--- src/rtl/r0_pkg.sv ---
// r0_pkg -- shared definitions for the R0 issue controller.
//   opcode_e        : opcode encoding presented to the R0 arithmetic multiplexer
//   state_e         : issue-controller FSM encoding
//   TIMEOUT_DEFAULT : default number of WAIT cycles before an operation is abandoned
//   capture_result  : maps the multiplexer's two result bytes onto {res_hi, res_lo}
package r0_pkg;

  typedef enum logic [1:0] {
    OP_ADD = 2'd0,
    OP_SUB = 2'd1,
    OP_MUL = 2'd2,
    OP_NEG = 2'd3
  } opcode_e;

  typedef enum logic [1:0] {
    ST_IDLE  = 2'd0,
    ST_ISSUE = 2'd1,
    ST_WAIT  = 2'd2,
    ST_DONE  = 2'd3
  } state_e;

  localparam int TIMEOUT_DEFAULT = 32;

  // MUL yields a 16-bit product split over both result bytes; every other
  // operation is 8 bits wide and arrives on out1 only.
  function automatic logic [15:0] capture_result(opcode_e op,
                                                 logic [7:0] out1,
                                                 logic [7:0] out2);
    return (op == OP_MUL) ? {out1, out2} : {8'h00, out1};
  endfunction

endpackage

--- src/rtl/r0_wait_timer.sv ---
// r0_wait_timer -- WAIT-phase cycle counter for the R0 issue controller.
//   clk, rst_n : clock and asynchronous active-low reset
//   clear      : zero the count (asserted in ISSUE)
//   inc        : count one WAIT cycle
//   expired    : the increment in progress takes the count to TIMEOUT, i.e.
//                this is the TIMEOUT-th WAIT cycle
module r0_wait_timer
  import r0_pkg::*;
#(
  parameter int TIMEOUT = TIMEOUT_DEFAULT
) (
  input  logic clk,
  input  logic rst_n,
  input  logic clear,
  input  logic inc,
  output logic expired
);

  localparam int CW = $clog2(TIMEOUT + 1);

  logic [CW-1:0] count;

  // NOTE: sequential state uses non-blocking assignments so every register
  // samples pre-edge values and simulation order cannot change the result.
  always_ff @(posedge clk or negedge rst_n) begin
    if (!rst_n) begin
      count <= '0;
    end else if (clear) begin
      count <= '0;
    end else if (inc && (count != CW'(TIMEOUT))) begin
      count <= count + 1'b1;
    end
  end

  // Flagged one count early so the controller can leave WAIT on the same
  // edge that the count reaches TIMEOUT.
  assign expired = inc && (count == CW'(TIMEOUT - 1));

endmodule

--- src/rtl/r0_issue_controller.sv ---
// r0_issue_controller -- issues one arithmetic operation at a time to the R0
// arithmetic multiplexer, waits (bounded) for completion and hands the result
// to the register-file write stage.
//   clk, rst_n                       : clock, asynchronous active-low reset
//   op_valid, op_ready               : upstream request handshake
//   opcode, operand_a, operand_b     : request (0=ADD 1=SUB 2=MUL 3=NEG)
//   mux_en, mux_state,
//   mux_value1, mux_value2           : drive to the R0 arithmetic multiplexer
//   mux_ready, mux_out1, mux_out2    : completion flag and results from it
//   res_valid, res_hi, res_lo,
//   timeout_err, res_accept          : result handshake to the write stage
module r0_issue_controller
  import r0_pkg::*;
#(
  parameter int TIMEOUT = TIMEOUT_DEFAULT
) (
  input  logic       clk,
  input  logic       rst_n,
  input  logic       op_valid,
  output logic       op_ready,
  input  logic [1:0] opcode,
  input  logic [7:0] operand_a,
  input  logic [7:0] operand_b,
  output logic       mux_en,
  output logic [1:0] mux_state,
  output logic [7:0] mux_value1,
  output logic [7:0] mux_value2,
  input  logic       mux_ready,
  input  logic [7:0] mux_out1,
  input  logic [7:0] mux_out2,
  output logic       res_valid,
  output logic [7:0] res_hi,
  output logic [7:0] res_lo,
  output logic       timeout_err,
  input  logic       res_accept
);

  state_e     state;
  opcode_e    op_q;
  logic [7:0] a_q;
  logic [7:0] b_q;
  logic       expire;

  r0_wait_timer #(.TIMEOUT(TIMEOUT)) u_wait_timer (
    .clk     (clk),
    .rst_n   (rst_n),
    .clear   (state == ST_ISSUE),
    .inc     (state == ST_WAIT),
    .expired (expire)
  );

  // NOTE: the operand registers are reset along with the FSM so the mux drive
  // outputs read zero during reset rather than whatever was last issued.
  always_ff @(posedge clk or negedge rst_n) begin
    if (!rst_n) begin
      state       <= ST_IDLE;
      op_q        <= OP_ADD;
      a_q         <= '0;
      b_q         <= '0;
      mux_en      <= 1'b0;
      res_valid   <= 1'b0;
      res_hi      <= '0;
      res_lo      <= '0;
      timeout_err <= 1'b0;
    end else begin
      case (state)
        ST_IDLE: begin
          if (op_valid) begin
            op_q   <= opcode_e'(opcode);
            a_q    <= operand_a;
            b_q    <= operand_b;
            mux_en <= 1'b1;
            state  <= ST_ISSUE;
          end
        end

        // mux_ready may still be high from the previous operation, so it is
        // not looked at here; the timer is cleared by decode of this state.
        ST_ISSUE: begin
          state <= ST_WAIT;
        end

        // Completion wins over timeout when both happen on the same edge.
        ST_WAIT: begin
          if (mux_ready) begin
            {res_hi, res_lo} <= capture_result(op_q, mux_out1, mux_out2);
            mux_en           <= 1'b0;
            res_valid        <= 1'b1;
            state            <= ST_DONE;
          end else if (expire) begin
            res_hi      <= '0;
            res_lo      <= '0;
            timeout_err <= 1'b1;
            mux_en      <= 1'b0;
            res_valid   <= 1'b1;
            state       <= ST_DONE;
          end
        end

        ST_DONE: begin
          if (res_accept) begin
            res_valid   <= 1'b0;
            timeout_err <= 1'b0;
            state       <= ST_IDLE;
          end
        end

        default: state <= ST_IDLE;
      endcase
    end
  end

  // Held low while reset is asserted even though the FSM already sits in IDLE.
  assign op_ready   = rst_n && (state == ST_IDLE);
  assign mux_state  = op_q;
  assign mux_value1 = a_q;
  assign mux_value2 = b_q;

endmodule

--- config.mk ---
export PLATFORM = sky130hd
export DESIGN_NAME = r0_issue_controller
export DESIGN_NICKNAME = d
export VERILOG_FILES = /design/src/rtl/r0_pkg.sv /design/src/rtl/r0_wait_timer.sv /design/src/rtl/r0_issue_controller.sv
export SDC_FILE = /design/constraint.sdc
export NUM_CORES = 1
export LEC_CHECK = 0
export CORE_ASPECT_RATIO = 1.1
export CORE_MARGIN = 4
export CORE_UTILIZATION = 48
export CTS_BUF_LIST = sky130_fd_sc_hd__clkbuf_8
export DETAILED_ROUTE_END_ITERATION = 12
export MAX_ROUTING_LAYER = met4
export PLACE_DENSITY = 0.87
export SYNTH_ARGS = -nofsm -noshare
export SYNTH_HDL_FRONTEND = slang
export SYNTH_SLANG_ARGS = --single-unit
--- constraint.sdc ---
create_clock -name clk -period 4.58 [get_ports clk]
set_input_delay 0.916 -clock clk [delete_from_list [all_inputs] [get_ports clk]]
set_output_delay 0.916 -clock clk [all_outputs]
set_load 0.005 [all_outputs]
# Yosys cells after proc, flatten, opt, wreduce, memory -nomap -nowiden
# Cells that the tools add are included.
dict set report word_totals {
  register_bits 45
  input_bits 39
  output_inout_bits 38
  wordCells 57
}
dict set report op_classes {
  add_sub_neg 1
  eq_ne 11
  mux 21
  n_reduce_logical 14
}
# operator count
set ops {}
lappend ops {{2-to-1 mux 8 bit} 3}
lappend ops {{2-to-1 mux 16 bit} 1}
lappend ops {{2-to-1 mux 6 bit} 2}
lappend ops {{AND reduction 3 bit} 3}
lappend ops {{2-to-1 mux 2 bit} 4}
lappend ops {{!= test 2 bit, second input constant} 4}
lappend ops {{one-hot mux 2 bit (4 select lines)} 1}
lappend ops {{nonzero test 2 bit} 4}
lappend ops {{2-to-1 mux 1 bit} 7}
lappend ops {{adder 6 x 1 -> 6 bit, second input constant} 1}
lappend ops {{== test 2 bit, second input constant} 3}
lappend ops {{== test 6 x 5 -> 1 bit, second input constant} 1}
lappend ops {{!= test 6 bit, second input constant} 1}
lappend ops {{one-hot mux 1 bit (2 select lines)} 3}
lappend ops {{AND reduction 2 bit} 2}
lappend ops {{AND reduction 4 bit} 1}
lappend ops {{logical AND 1 bit} 3}
lappend ops {{!= test 3 bit, second input constant} 1}
lappend ops {{== test 2 x 1 -> 1 bit, second input constant} 1}
lappend ops {{logical NOT 2 bit} 1}

# Logic depth before layout (Yosys ltp)
dict set report logic_depth {
  ltp_word 5
  mapped_depth 7
  depth_no_buf 6
}

# Hierarchy
# Synthesis repeated with hierarchy kept, for this count alone.
dict set report hier_totals {
  hier_cells 166
  hier_area_um2 2117.0
}
# mod n_inst cells_each area_per_inst_um2 seq_area_each_um2
set by_module_without_submodules {}
lappend by_module_without_submodules {r0_issue_controller 1 124 1714.1 975.9}
lappend by_module_without_submodules {r0_wait_timer 1 42 402.9 150.1}

# Worst setup path before layout
# OpenSTA, ideal clock, no wires.
dict set report synth_path {
  path_kind {in2out}
  startpoint {in rst_n}
  endpoint {out op_ready}
  arrival_time_ns 1.059
  t_required_ns 3.664
  path_slack_ns 2.605
  stages 1
  n_path_buf 0
  cell_sequence {and2_1}
}
dict set report synth_via {
  elab_chain_len 1
}
# item line
set synth_rtl {}
lappend synth_rtl {{start, declared} r0_issue_controller.sv:18} ;# input logic rst_n,
lappend synth_rtl {{logical AND 1 bit} r0_issue_controller.sv:114} ;# assign op_ready = rst_n && (state == ST_IDLE);
lappend synth_rtl {{end, declared} r0_issue_controller.sv:20} ;# output logic op_ready,
# Every way passes these cells.

# Final worst setup path
dict set report layout_path {
  startpoint {reg state[1]}
  endpoint {out op_ready}
}
dict set report layout_via {
  elab_chain_len 2
}
# item line
set layout_rtl {}
lappend layout_rtl {{start, declared} r0_issue_controller.sv:38} ;# state_e state;
lappend layout_rtl {{start signal, assigned} r0_issue_controller.sv:56} ;# state <= ST_IDLE;
lappend layout_rtl {{start signal, assigned} r0_issue_controller.sv:73} ;# state <= ST_ISSUE;
lappend layout_rtl {{start signal, assigned} r0_issue_controller.sv:80} ;# state <= ST_WAIT;
lappend layout_rtl {{logical NOT 2 bit} r0_issue_controller.sv:114}
lappend layout_rtl {{logical AND 1 bit} r0_issue_controller.sv:114}
# Every way passes these cells.

==> results.md <==
- Ys Warns: 0
- Routed WL: roughly 4300 um
- Layout Cells excl Fill: about 280
- Commonest cells in the netlist: dfrtp_1 (45), mux2_2 (19), mux2i_1 (10)
- FF+latch count, synth: 45
- Slew Viols, Final: 0
- Worst path top cell family by delay: buffers and inverters
- # diodes: 0
- Synth Area per Inst: about 13 um^2
- Placed cells: about 270
- CTS Buffer Depth: 2
- Synth area leader: dfrtp_1
- Share of cells above drive strength 1: around 15%
- Hold-fix buffers at CTS: 0
- Kind of critical path: reg2out
- Largest net degree at the start of global routing: 46
- Die area: 0.00524 mm^2
- Later-pin clock latency in the skew report: approximately 0.30 ns
- GRT Total Usage: between 15 and 20%
- Distinct cell type count of the synthesized netlist: 31
- Post-synth EDFFs: 0
- Cell Area, Synth: 0.00199 mm^2
- Final Hold Vio Count: 0
- Antenna viol nets, final: 0
- FILL cells: 280
- Vias in the first global route: ~1400
- Pwr per Cell Area: about 600 mW/mm^2
- FF-to-FF setup slack: roughly 2.5 ns
- Tcrit/Tclk final: between 50% and 60%
- CTS tree: built
- Worst EP required: roughly 3.7 ns
- Slew Limit Headroom: 33.7%
- DR WL/cell: about 15 um
- Peak supply drop: around 0.32 mV
- Min cycle time layout: 2.64 ns
- Number of buffers created by CTS: 5
- Async SR Flop Fraction: 100%
- First-pass GRT wire length: roughly 7000 um
- # setup viols final: 0
- TNS Setup: 0 ns
- Hold endpoint: res_lo[1]
- Hold Crit Start: res_lo[1]
- Worst Setup End Kind: output pin
- Placer congestion estimate: 0.782
- Starting Density: around half
- Synth Net Count: around 200
- Ys flop type: dfrtp_1
- Placed cell area: 0.00277 mm^2
- Die H: 75.5 um
- Top Ports: 77
- Max incr delay on CP: 0.51 ns
- Sequential share of the synthesized area: a little under three fifths
- Site Rows: 24
- Max-Cap Viols: 0
- Post-cts resize count: 0
- Area Growth Syn to Fin: 44.2%
- Leak: 0.00122 uW
- Final net count: 273
- Chip width: approximately 69 um
- Reg clk slew, reported paths: ~0.090 ns
- Arr. time, crit path: about 1.7 ns
- Worst hold path type: reg2reg
- Actual slew at the worst max-slew pin: between 0.9 and 1 ns
- Synthesized netlist cell count: 150
- Critical Path Fanout Max: 5
- Number of detailed-route iterations in the first pass: 4
- Core Box Area: between 0.003 and 0.004 mm^2
- R2R cell count: 5
- RSZ-0062 raised after global routing: no
- Slowest CP cell: clkdlybuf4s50_1
- Sink Count: between 40 and 50
- Remaining Overflow, GRT: 0
- Synth top area cells: dfrtp_1 (57%), mux2_2 (11%), mux2i_1 (5.0%), ha_1 (3.8%), a22o_1 (3.5%)
- Synth top area share: a little under three fifths
- Status: complete, no violations
- Critical R2R Capture: res_hi[3]
- Via count: ~1400
- Post-CTS Setup Bufs: 0
- Worst Clk Skew: about 0.011 ns
- Reg-to-reg startpoint: state[0]
- 1st-iter DRT viols: 114
- Final Instance Area: 0.00287 mm^2
- Post-DR vias/cell: ~5
- Crit path buffers/inverters: 2
- Type of element launching the critical path: flip-flop
- DRC violations left: 0
- Crit-path cells: inv_1, ha_1, and2_1, clkdlybuf4s50_1
- PortBufs: between 70 and 80
- Fmax: about 380 MHz
- Initial antenna violation count: 0
- Hpwl dp: around 3300 um
- Root Buffer: clkbuf_8
- Htree depth: 2
- Top-count cell post-synth: dfrtp_1
- Hold path depth: 1
metrics by stage:
stage	power [uW]	hold WS, ns	setup slack, ns	util (%)
floorplan	1060	0.479	2.61	-
global placement	1450	0.470	2.00	69.4
detailed placement	1480	0.475	2.00	69.4
CTS	1740	0.498	1.93	71.8
global route	1830	0.514	1.83	71.8
finish	1710	0.491	1.94	71.8
where the power goes:
group          switching, uW  internal, uW
clock                    133           122
sequential               104           570
combinational            281           500
area by class of cell:
class,instances,area [um^2],area share (%)
multi-input combinational,93,795,27.7
tap,52,65.1,2.27
inverter,6,22.5,0.785
sequential,45,1130,39.3
clock inverter,2,13.8,0.480
clock buffer,6,82.6,2.88
timing repair buffer,77,763,26.6
sequential cells by signal (all words and copies together) (netlist names), 2 cells and up:
| signal | cells |
|---|---|
| mux_value2 | 8 |
| mux_state | 2 |
| u_wait_timer.count | 6 |
| res_hi | 8 |
| state | 2 |
| mux_value1 | 8 |
| res_lo | 8 |
how the worst max path moves through the flow:
| stage | slack (ns) | start | end | cells after the start |
|---|---|---|---|---|
| floorplan | 2.61 | rst_n | op_ready | 1 |
| global placement | 2.00 | rst_n | op_ready | 3 |
| detailed placement | 2.00 | rst_n | op_ready | 3 |
| CTS | 1.93 | state[0] | op_ready | 4 |
| global route | 1.83 | state[0] | op_ready | 4 |
| finish | 1.94 | state[1] | op_ready | 4 |
cell usage in the layout, fill, tap and decap left out, types with 2 or more instances in the layout:
master	synthesis	layout
clkdlybuf4s50_1	0	75
dfrtp_1	45	45
mux2_2	19	19
mux2i_1	10	10
nand2_1	9	9
o2bb2ai_1	8	8
a22o_1	8	8
inv_1	6	6
ha_1	6	6
clkbuf_8	0	6
nor2_1	5	5
o21ai_0	4	4
nor2b_1	3	3
a21oi_1	3	3
nand3b_1	2	2
xor2_1	2	2
kinds of logic after synthesis:
logic type / after synthesis / share of synthesized area [%]
AO/OA/AOI/OAI: 28 / 11.5
XOR/XNOR: 3 / 1.32
multiplexers: 29 / 15.8
adder cells (fa/ha/maj): 6 / 3.78
AND/OR/NAND/NOR: 27 / 7.55
buffers and inverters: 12 / 3.40
flip-flops: 45 / 56.6
routing by layer:
layer | routed length [um] | GRT usage, % | share of wire (%)
met5 | 0 | - | 0
met3 | 332 | 6.99 | 7.6
met4 | 42 | 6.51 | 0.97
met1 | 1920 | 21.3 | 44
met2 | 2050 | 27.8 | 47
Note: power is estimated with default switching activity, not from simulation.
